[config.mk]
export PLATFORM = sky130hd
export DESIGN_NAME = timer_led_ctrl
export DESIGN_NICKNAME = d
export VERILOG_FILES = /design/src/rtl/timer_led_ctrl.sv
export SDC_FILE = /design/constraint.sdc
export NUM_CORES = 1
export LEC_CHECK = 0
export ABC_AREA = 1
export BUFFER_PORTS_ARGS = -buffer_cell sky130_fd_sc_hd__buf_2
export CAP_MARGIN = 15
export CORE_MARGIN = 1.5
export CORE_UTILIZATION = 60
export CTS_BUF_LIST = sky130_fd_sc_hd__clkbuf_16
export DETAILED_ROUTE_END_ITERATION = 7
export PLACE_DENSITY = 0.77
export RECOVER_POWER = 100
export SYNTH_ARGS = -nofsm -noshare
export SYNTH_HDL_FRONTEND = slang
export SYNTH_SLANG_ARGS = --single-unit
[constraint.sdc]
create_clock -name clk -period 2 [get_ports clk]
set_input_delay 0.4 -clock clk [delete_from_list [all_inputs] [get_ports clk]]
set_output_delay 0.4 -clock clk [all_outputs]
set_load 0.005 [all_outputs]
[src/rtl/timer_led_ctrl.sv]
// Multi-channel down-counting timer with LED toggle, IRQ and delayed core reset.
// Latency: bus writes act at the sampling edge; read data is registered one cycle after sel.
// Backpressure: none, so every sel strobe is accepted in the cycle it is presented.
module timer_led_ctrl #(
    parameter int  CHANNELS        = 2,
    parameter int  TIMER_BITS      = 24,
    parameter int  RESET_DELAY_BIT = 3,
    localparam int AW              = $clog2(CHANNELS) + 2
) (
    input  logic                clk,
    input  logic                nreset,
    output logic                cpu_nreset,
    input  logic                sel,
    input  logic                wr,
    input  logic [AW-1:0]       addr,
    input  logic [31:0]         wdata,
    output logic [31:0]         rdata,
    output logic                rvalid,
    output logic [CHANNELS-1:0] led,
    output logic                irq
);

    logic [TIMER_BITS-1:0]    load_q  [CHANNELS];
    logic [TIMER_BITS-1:0]    count_q [CHANNELS];
    logic [CHANNELS-1:0]      en_q, per_q, ie_q, flag_q;
    logic [CHANNELS-1:0]      wr_hit, ctrl_wr, en_after, per_after, cnt_zero, expire, start;
    logic [AW-1:0]            ch_sel;
    logic [1:0]               rsel;
    logic [31:0]              rd_mux;
    logic [RESET_DELAY_BIT:0] dly_q;
    logic                     unused_wdata;

    assign ch_sel       = addr >> 2;
    assign rsel         = addr[1:0];
    assign unused_wdata = ^wdata;

    always_comb begin
        wr_hit   = '0;
        cnt_zero = '0;
        for (int c = 0; c < CHANNELS; c++) begin
            wr_hit[c]   = sel & wr & (ch_sel == AW'(c));
            cnt_zero[c] = (count_q[c] == '0);
        end
    end

    // A CTRL write that drops enable pre-empts an expiry on the same edge.
    assign ctrl_wr   = wr_hit & {CHANNELS{rsel == 2'd1}};
    assign en_after  = (ctrl_wr & {CHANNELS{wdata[0]}}) | (~ctrl_wr & en_q);
    assign per_after = (ctrl_wr & {CHANNELS{wdata[1]}}) | (~ctrl_wr & per_q);
    assign expire    = en_q & en_after & cnt_zero;
    assign start     = ctrl_wr & {CHANNELS{wdata[0]}} & ~en_q;

    always_ff @(posedge clk or negedge nreset) begin
        if (!nreset) begin
            for (int c = 0; c < CHANNELS; c++) begin
                load_q[c]  <= '0;
                count_q[c] <= '0;
            end
            en_q   <= '0;
            per_q  <= '0;
            ie_q   <= '0;
            flag_q <= '0;
            led    <= '0;
        end else begin
            for (int c = 0; c < CHANNELS; c++) begin
                if (wr_hit[c] && rsel == 2'd0)
                    load_q[c] <= wdata[TIMER_BITS-1:0];
                if (ctrl_wr[c]) begin
                    en_q[c]  <= wdata[0];
                    per_q[c] <= wdata[1];
                    ie_q[c]  <= wdata[2];
                end
                // Clear is placed before the expiry set so a same-edge set wins.
                if (wr_hit[c] && rsel == 2'd2 && wdata[0])
                    flag_q[c] <= 1'b0;
                if (start[c]) begin
                    count_q[c] <= load_q[c];
                end else if (expire[c]) begin
                    flag_q[c] <= 1'b1;
                    led[c]    <= ~led[c];
                    if (per_after[c])
                        count_q[c] <= load_q[c];
                    else
                        en_q[c] <= 1'b0;
                end else if (en_q[c] && en_after[c]) begin
                    count_q[c] <= count_q[c] - 1'b1;
                end
            end
        end
    end

    always_comb begin
        rd_mux = '0;
        for (int c = 0; c < CHANNELS; c++) begin
            if (ch_sel == AW'(c)) begin
                case (rsel)
                    2'd0:    rd_mux[TIMER_BITS-1:0] = load_q[c];
                    2'd1:    rd_mux[2:0]            = {ie_q[c], per_q[c], en_q[c]};
                    2'd2:    rd_mux[0]              = flag_q[c];
                    default: rd_mux[TIMER_BITS-1:0] = count_q[c];
                endcase
            end
        end
    end

    always_ff @(posedge clk or negedge nreset) begin
        if (!nreset) begin
            rdata  <= '0;
            rvalid <= 1'b0;
        end else begin
            rvalid <= sel & ~wr;
            if (sel && !wr)
                rdata <= rd_mux;
        end
    end

    // Saturates once the top bit sets, giving a single clean release of the core.
    always_ff @(posedge clk or negedge nreset) begin
        if (!nreset)
            dly_q <= '0;
        else if (!dly_q[RESET_DELAY_BIT])
            dly_q <= dly_q + 1'b1;
    end

    assign cpu_nreset = dly_q[RESET_DELAY_BIT];
    assign irq        = |(flag_q & ie_q);

endmodule

== Word-level counts from Yosys, hierarchy flattened ==
Index checks and enable logic that the tools add are counted.

* Register bits: 135
* Bits of input ports: 39
* Output and inout port bits: 37
* Logic and storage cells: 98

* Add/subtract/negate cells: 3
* Equal/unequal tests: 4
* Multiplexer cells: 31
* Bitwise operators: 22
* Reduce and logical (&&, ||, !) cells: 22

{| class="wikitable"
|+ Operators by type and width
! operator !! count
|-
| $mux 24 || 10
|-
| $pmux 21 s2 || 2
|-
| $logic_not 24->1 || 2
|-
| $sub 24x1->24 const B || 2
|-
| $and 2x2->2 || 9
|-
| $mux 1 || 14
|-
| $pmux 2 s3 || 2
|-
| $logic_and 1x1->1 || 9
|-
| $reduce_and 2->1 || 4
|-
| $ne 3x2->1 const B || 2
|-
| $pmux 1 s3 || 2
|-
| $reduce_bool 3->1 || 2
|-
| $not 1->1 || 5
|-
| $add 4x1->4 const B || 1
|-
| $and 1x1->1 || 4
|-
| $mux 4 || 1
|-
| $not 2->2 || 2
|-
| $or 2x2->2 || 2
|-
| $reduce_or 2->1 || 2
|-
| $logic_not 3->1 || 1
|-
| $eq 2x1->1 const B || 1
|-
| $eq 2x2->1 const B || 1
|-
| $logic_not 2->1 || 1
|-
| $logic_not 1->1 || 1
|}

== Longest topological paths before layout ==
Gate-level depths: netlist of run 1.

* Depth in word-level cells: 10
* Gate-level depth with buffers: 14
* Depth with buffers taken out: 13

== Least setup slack after synthesis of run 1 ==
No wires, ideal clock.

* Path kind: input to register
* Start: input port addr[1]
* End: register count_q[4] in the netlist's numbering
* Arrival: 1.803 ns
* Required time: 1.882 ns
* Slack: 0.079 ns
* Stages on the path: 13
* Buffers on the path: 2
* Cells stage by stage: inv_1 > ha_1 > buf_2 > inv_1 > nor2_4 > nand2_2 > nor2_4 > nor2_1 > a21oi_4 > inv_2 > buf_2 > nand2_1 > nand2_1

* Word-level cells in the longest chain between the ends: 9
* Elaborated cells on any way between the ends: 18

{| class="wikitable"
|+ Ends and longest elaborated chain
! item !! RTL line !! text
|-
| start: declaration || 15 || <nowiki>input logic [AW-1:0] addr,</nowiki>
|-
| $eq 2x1->1 * || 47 || <nowiki>assign ctrl_wr = wr_hit & {CHANNELS{rsel == 2'd1}};</nowiki>
|-
| $and 2x2->2 * || 47 ||
|-
| $not 2->2 || 48, 49 ||
|-
| $and 2x2->2 || 48 || <nowiki>assign en_after = (ctrl_wr & {CHANNELS{wdata[0]}}) | (~ctrl_wr & en_q);</nowiki>
|-
| $or 2x2->2 || 48 ||
|-
| $and 2x2->2 (2 in series) || 50 || <nowiki>assign expire = en_q & en_after & cnt_zero;</nowiki>
|-
| $ne 3x2->1 (no source line) (tied with other cells) || n/a ||
|-
| $reduce_and 2->1 (no source line) / $mux 24 (equally long branches) || n/a ||
|-
| end signal: indexed assignment || 77 || <nowiki>count_q[c] <= load_q[c];</nowiki>
|-
| end signal: indexed assignment || 82 || <nowiki>count_q[c] <= load_q[c];</nowiki>
|-
| end signal: indexed assignment || 86 || <nowiki>count_q[c] <= count_q[c] - 1'b1;</nowiki>
|-
| end: declaration || 24 || <nowiki>logic [TIMER_BITS-1:0] count_q [CHANNELS];</nowiki>
|}

Mark *: on every way between the ends. The rest lies on a longest branch, timed or not.
A chain may end at the register's enable or synchronous reset.

== Worst setup path in the final report of run 1 ==
* Start: register count_q[25] in the netlist's numbering
* End: register count_q[38] in the netlist's numbering

* Word-level cells in the longest chain between the ends: 4
* Elaborated cells on any way between the ends: 9

{| class="wikitable"
|+ Ends and longest elaborated chain
! item !! RTL line !! text
|-
| $sub 24x1->24 / $logic_not 24->1 (equally long branches) || 86, 42 ||
|-
| $mux 24 / $and 2x2->2 (equally long branches) || 85, 50 ||
|-
| $mux 24 (tied with other cells) || 78 || <nowiki>end else if (expire[c]) begin</nowiki>
|-
| $mux 24 / $reduce_and 2->1 (equally long branches) || n/a ||
|}

Several ways; a longest one is shown, not always the timed one. The select of a mux whose other input is x is not followed.

==> results.sh, run 1 <==
export IMPL_grt_pass1_wl_um=38400
export IMPL_rr_endpoint="count_q[38]$_DFFE_PN0P_"
export IMPL_yosysUniqueCellTypes=36
export IMPL_ios=76
export IMPL_stdcell_count=1461
export IMPL_synthesis_area_sq_um=8120
export IMPL_p_clk_share_pct=24.1
export IMPL_rrSetupSlack_ns=0.10
export IMPL_max_freq_ghz=0.527
export IMPL_clock_path_buffers=2
export IMPL_ys_seq_area_share_pct=41.6
export IMPL_port_buffers=59
export IMPL_grt_overflow=0
export IMPL_cts_tree="yes"
export IMPL_die_y_um=119
export IMPL_cp_startpoint="count_q[25]$_DFFE_PN0P_"
export IMPL_grt_max_degree=49
export IMPL_rr_worst_depth=12
export IMPL_seq_power_share_pct=35.3
export IMPL_crit_path_max_fanout=4
export IMPL_finalSetupTns_ns=0
export IMPL_area_delta_synth_final_pct=18.4
export IMPL_firstDrtPassIters=6
export IMPL_ys_ff_latch=135
export IMPL_startpoint_type="register"
export IMPL_ys_warnings_count=0
export IMPL_path_clk_slew_ns=0.06
export IMPL_die_w_um=119
export IMPL_clk_insertion_delay_late_ns=0.42
export IMPL_syn_avg_cell_area_sq_um=6.94
export IMPL_worst_slew_pin_slew_ns=1.15
export IMPL_crit_arrival_ns=2.20
export IMPL_numCtsBuffers=17
export IMPL_drc=0
export IMPL_grt_pass1_vias=7601
export IMPL_p_int_uw=6900
export IMPL_htree_levels=4
export IMPL_maxSlewHeadroom_pct=23.4
export IMPL_rows=42
export IMPL_placed_cells=1424
export IMPL_num_fill_cells=1104
export IMPL_end_kind="register"
export IMPL_dpl_hpwl_um=16600
export IMPL_fin_crit_ns=1.90
export IMPL_min_period_over_period_pct=94.8
export IMPL_drt_iter0_markers=889
export IMPL_routabilityCongestion=0.967
export IMPL_diodes=0
export IMPL_dp_worst_setup_slack_ns=-0.170
export IMPL_r2r_start="count_q[25]$_DFFE_PN0P_"
export IMPL_required_ns=2.30
export IMPL_clkSinkCount=135
export IMPL_setup_viol_count_final=0
export IMPL_outcome="finished clean"
export IMPL_crit_end="count_q[38]$_DFFE_PN0P_"
export IMPL_fin_total_pwr_uw=11600
export IMPL_wl_um=23600
export IMPL_track_usage_pct=34.7
export IMPL_fin_skew_ns=0.00743
export IMPL_final_max_slew_viol_count=0
export IMPL_ir_drop_v=0.000753
export IMPL_hp_class="input pin to register"
export IMPL_netSwitchingPower_uw=4740
export IMPL_critical_path_class="register to register"
export IMPL_cap_violations=0
export IMPL_fp_coreArea_sq_um=13200
export IMPL_setup_slack_ns=0.103
export IMPL_ctsRootBufferMaster="clkbuf_16"
export IMPL_antenna_found_initial=0
export IMPL_initial_core_util_pct=61.3
export IMPL_p_per_area_nw_per_um2=1210
export IMPL_dieArea_sq_um=14200
export IMPL_leakagePower_uw=0.00515
export IMPL_final_layout_size_suffix_gt1_share_pct=12.9
export IMPL_hold_viol=0
export IMPL_wl_per_cell_um=16.2
export IMPL_comb_power_share_pct=40.5
export IMPL_synthCells=1170
export IMPL_vias_per_cell=5.54
export IMPL_final_net_count=1321
export IMPL_power_switching_share_pct=40.7
export IMPL_antenna_left=0
export IMPL_vias=8091
## routing by layer
layer,track usage [%],vias to the layer above,routed length [um]
met4,17.0,0,1060
met3,5.41,66,1840
met1,48.1,3733,10100
met2,53.3,408,10600
met5,0,-,0
li1,-,3884,-
## flip-flops by register name, summed over array words and instances, names as in the netlist
register  flops
rdata        24
dly_q         4
flag_q        2
load_q       48
ie_q          2
en_q          2
per_q         2
count_q      48
led           2
rvalid        1
## layout by cell type, fill, tap and decap left out, types with 4 or more instances in the layout
master,count
nor2_2,6
clkbuf_2,4
buf_12,11
nor2_4,5
nand3_1,90
xnor2_1,13
xor2_1,13
o211ai_1,22
clkinv_2,5
inv_1,146
o21ai_0,114
clkbuf_16,18
nand2_1,389
ha_1,8
conb_1,8
nor2_1,106
clkbuf_1,19
dfrtp_1,135
buf_4,53
nand3b_1,8
buf_2,42
nand4_1,13
a21oi_1,25
## power groups by stage
stage | combinational, uW | sequential, uW | clock [uW]
CTS | 4560 | 4090 | 2830
floorplan | 3040 | 4010 | 0
detailed placement | 4500 | 4120 | 0
global placement | 4390 | 4090 | 0
finish | 4720 | 4110 | 2810
global route | 5340 | 4200 | 2950
## through the flow
| stage | area, sq um | hold slack (ns) | util, % |
|---|---|---|---|
| finish | 9610 | 0.249 | 72.6 |
| global route | 9610 | 0.251 | 72.6 |
| global placement | 9050 | 0.343 | 68.3 |
| floorplan | 8140 | 0.104 | - |
| CTS | 9590 | 0.239 | 72.4 |
| detailed placement | 9050 | 0.341 | 68.3 |
## synthesized netlist by cell type
library cell / n / area, sq um
nand3b_1: 8 / 60.1
nor3_2: 1 / 10.0
o211ai_1: 22 / 165
nand2_1: 390 / 1460
buf_1: 4 / 15.0
nor2_2: 4 / 25.0
nand3_1: 90 / 450
nor2_1: 109 / 409
nand2_2: 3 / 18.8
a21oi_4: 2 / 32.5
xor2_1: 13 / 114
nor3b_1: 1 / 7.51
conb_1: 1 / 3.75
nand3_2: 1 / 10.0
nor2_4: 4 / 45.0
inv_1: 143 / 537
o221ai_1: 1 / 8.76
buf_6: 3 / 33.8
inv_2: 3 / 11.3
clkbuf_1: 26 / 97.6
ha_1: 9 / 113
a22o_1: 1 / 8.76
dfrtp_1: 135 / 3380
buf_2: 12 / 60.1
nand4_2: 1 / 12.5
buf_4: 11 / 82.6
o21a_1: 1 / 7.51
o21bai_1: 1 / 7.51
xnor2_1: 13 / 114
o21ai_0: 114 / 571
a21oi_1: 25 / 125
o21ai_2: 1 / 8.76
o21ai_1: 1 / 5.00
nand2_4: 1 / 11.3
nand4_1: 12 / 75.1
a31oi_1: 3 / 18.8
## critical path, stage by stage (launching register included)
cell and delay [ns]:
dfrtp_1 0.43, inv_1 0.10, ha_1 0.18, nand3_1 0.23
nor2_1 0.22, buf_4 0.16, nand2_1 0.06, nand2_1 0.08
nand2_1 0.07, inv_1 0.06, nand3_1 0.05, nand3_1 0.09
nand2_1 0.05
## how the worst min path moves through the flow
stage                          from                     end  cells past startpoint  slack (ns)
after global placement       nreset      led[1]$_DFFE_PN0P_                      1        0.34
after global routing      wdata[19]  load_q[19]$_DFFE_PN0P_                      3        0.25
after floorplan              nreset  count_q[0]$_DFFE_PN0P_                      0        0.10
final                      wdata[7]  load_q[31]$_DFFE_PN0P_                      3        0.25
after detailed placement     nreset      led[1]$_DFFE_PN0P_                      1        0.34
after CTS                  wdata[7]  load_q[31]$_DFFE_PN0P_                      3        0.24
## kinds of logic (layout without fill, tap and decap cells)
family | after synthesis | in the layout | share of synthesized area [%]
buffers and inverters | 202 | 310 | 10.3
DFF | 135 | 135 | 41.6
and+or+nand+nor | 625 | 625 | 32.0
adders and majority gates | 9 | 9 | 1.39
other | 1 | 8 | 0.0462
AOI/OAI and AO/OA | 172 | 172 | 11.8
xor gates and xnor gates | 26 | 26 | 2.81
## area by class of cell
type | instances | area, sq um | share of cell area [%]
Clock buffer | 17 | 425 | 4.43
Inverter | 146 | 556 | 5.78
Timing Repair Buffer | 133 | 977 | 10.2
Tap cell | 176 | 220 | 2.29
Clock inverter | 14 | 98.8 | 1.03
Multi-Input combinational cell | 840 | 3950 | 41.1
Sequential cell | 135 | 3380 | 35.2
## repair_timing
| action | CTS | global route |
|---|---|---|
| pin swaps | 0 | 3 |
| buffers inserted | 0 | 4 |
| cloned | 0 | 1 |
| setup endpoints to repair | 3 | 48 |
| hold endpoints to repair | 37 | 0 |
| hold buffers | 1 | 0 |
| gates resized for setup | 1 | 15 |
(Power assumes the default switching activity.)
==> inputs of run 2 (changes only) <==
- GPL_TIMING_DRIVEN: default -> 0
==> results.sh, run 2 (synthesized netlist as in run 1, its figures left out) <==
export IMPL_outcome="finished with violations"
export IMPL_violations="negative hold slack"
export IMPL_critPathTopFamily="simple AND/OR/NAND/NOR gates"
export IMPL_final_max_slew_viol_count=0
export IMPL_drc=0
export IMPL_worst_path_buf_inv=3
export IMPL_wl_per_cell_um=16.9
export IMPL_dp_worst_setup_slack_ns=-0.459
export IMPL_fin_skew_ns=0.00826
export IMPL_crit_chain="inv_2 > ha_1 > nand2_1 > nor2_1 > nand3_1 > nor2_4 > a21oi_4 > buf_12 > clkbuf_4 > nand3_1 > nand2_1"
export IMPL_final_layout_size_suffix_gt1_share_pct=14.3
export IMPL_p_per_area_nw_per_um2=1260
export IMPL_rrSetupSlack_ns=0.03
export IMPL_hold_viol=31
export IMPL_startpoint_type="register"
export IMPL_final_area_sq_um=9610
export IMPL_fp_coreArea_sq_um=13200
export IMPL_final_net_count=1329
export IMPL_crit_path_top_delay_cell="dfrtp_2"
export IMPL_grt_max_degree=71
export IMPL_crit_arrival_ns=2.28
export IMPL_firstDrtPassIters=6
export IMPL_die_w_um=119
export IMPL_vias_per_cell=5.67
export IMPL_diodes=0
export IMPL_rr_worst_depth=11
export IMPL_routabilityCongestion=0.948
export IMPL_crit_path_max_fanout=10
export IMPL_path_clk_slew_ns=0.06
export IMPL_critical_path_class="register to register"
export IMPL_place_area_sq_um=8690
export IMPL_cap_violations=0
export IMPL_min_period_over_period_pct=98.4
export IMPL_rows=42
export IMPL_dpl_hpwl_um=18000
export IMPL_leakagePower_uw=0.00511
export IMPL_mostFrequentLayoutCells="386 x nand2_1, 141 x inv_1, 129 x dfrtp_1"
export IMPL_timing_hold_ws_ns=-0.0287
export IMPL_port_buffers=58
export IMPL_wl_um=24800
export IMPL_antenna_left=0
export IMPL_maxSlewHeadroom_pct=35.7
export IMPL_cts_tree="yes"
export IMPL_fin_crit_ns=1.97
export IMPL_track_usage_pct=35.5
export IMPL_initial_core_util_pct=61.3
export IMPL_clk_insertion_delay_late_ns=0.43
export IMPL_grt_pass1_vias=7530
export IMPL_max_freq_ghz=0.508
export IMPL_fin_util_pct=72.6
export IMPL_drt_iter0_markers=949
export IMPL_cts_hold_fix_buffers=0
export IMPL_placed_cells=1412
export IMPL_r2r_start="count_q[24]$_DFFE_PN0P_"
export IMPL_rr_endpoint="count_q[24]$_DFFE_PN0P_"
export IMPL_slowest_delay_ns=0.44
export IMPL_numCtsBuffers=17
export IMPL_setup_viol_count_final=0
export IMPL_dieArea_sq_um=14200
export IMPL_setup_slack_ns=0.0322
export IMPL_htree_levels=4
export IMPL_antenna_found_initial=0
export IMPL_stdcell_count=1470
export IMPL_worst_slew_pin_slew_ns=0.965
export IMPL_clock_path_buffers=2
export IMPL_grt_pass1_wl_um=38800
export IMPL_die_y_um=119
export IMPL_area_delta_synth_final_pct=18.4
export IMPL_clkSinkCount=135
export IMPL_ios=76
export IMPL_ir_drop_v=0.000739
export IMPL_required_ns=2.31
export IMPL_hp_class="input pin to async pin"
export IMPL_end_kind="register"
export IMPL_layout_top_registers="count_q (48), load_q (48), rdata (24)"
export IMPL_vias=8339
export IMPL_ctsRootBufferMaster="clkbuf_16"
export IMPL_final_common_cell="nand2_1"
export IMPL_grt_overflow=0
run 2: cell types whose count changed in the layout (fill, tap and decap cells not counted), moves of 5 or more:
cell	change
nor2_2	+6
nor2_4	+7
inv_1	-5
nor2_1	-12
buf_2	+8
dfrtp_1	-6
dfrtp_2	+6
clkbuf_4	+5
buf_12	-10
clkbuf_1	+13
buf_4	-14
run 2: per-stage QoR:
| stage | TNS [ns] | hold slack (ns) | total power, uW |
|---|---|---|---|
| final | 0 | -0.0287 | 12100 |
| after global routing | -0.0865 | 0.0262 | 12900 |
| after CTS | 0 | 0.000255 | 11600 |
| after detailed placement | -35.48 | 0.450 | 8300 |
| after global placement | -214.29 | 0.451 | 8190 |
| after floorplan | 0 | 0.104 | 7050 |
run 2: area by class of cell:
cell class              instances  area (sq um)
plain buffers                  55           315
clock buffers                  17           425
clock inverters                15           161
fillers                      1132          3630
inverters                     146           551
multi-input cells             841          4060
flip-flops and latches        135          3390
well taps                     176           220
repair buffers                 85           498
run 2: where the power goes:
| group | leakage (uW) | internal, uW | switching (uW) |
|---|---|---|---|
| registers | 0.00173 | 3450 | 823 |
| logic | 0.00309 | 1710 | 2950 |
| clock network | 0.000285 | 1940 | 1230 |
run 2: repair_timing:
item                                    in CTS  in global routing
pin swaps                                    2                 11
cloned                                       0                  1
endpoints found under the setup margin      49                 81
gates resized for setup                     19                 44
buffers inserted                             5                 21
run 2: per-layer routing:
metal / track usage, % / share of wire (%)
met4: 13.5 / 3.4
met2: 53.8 / 45
met5: 0 / 0
met3: 7.04 / 8.9
met1: 50.6 / 43
run 2: how the worst max path moves through the flow:
stage / startpoint / end / cells past startpoint
after floorplan: addr[1] / count_q[4]$_DFFE_PN0P_ / 13
after global placement: nreset / count_q[30]$_DFFE_PN0P_ / 1
after detailed placement: addr[1] / count_q[7]$_DFFE_PN0P_ / 14
after CTS: count_q[7]$_DFFE_PN0P_ / count_q[22]$_DFFE_PN0P_ / 11
after global routing: count_q[24]$_DFFE_PN0P_ / count_q[24]$_DFFE_PN0P_ / 11
final: count_q[24]$_DFFE_PN0P_ / count_q[24]$_DFFE_PN0P_ / 11
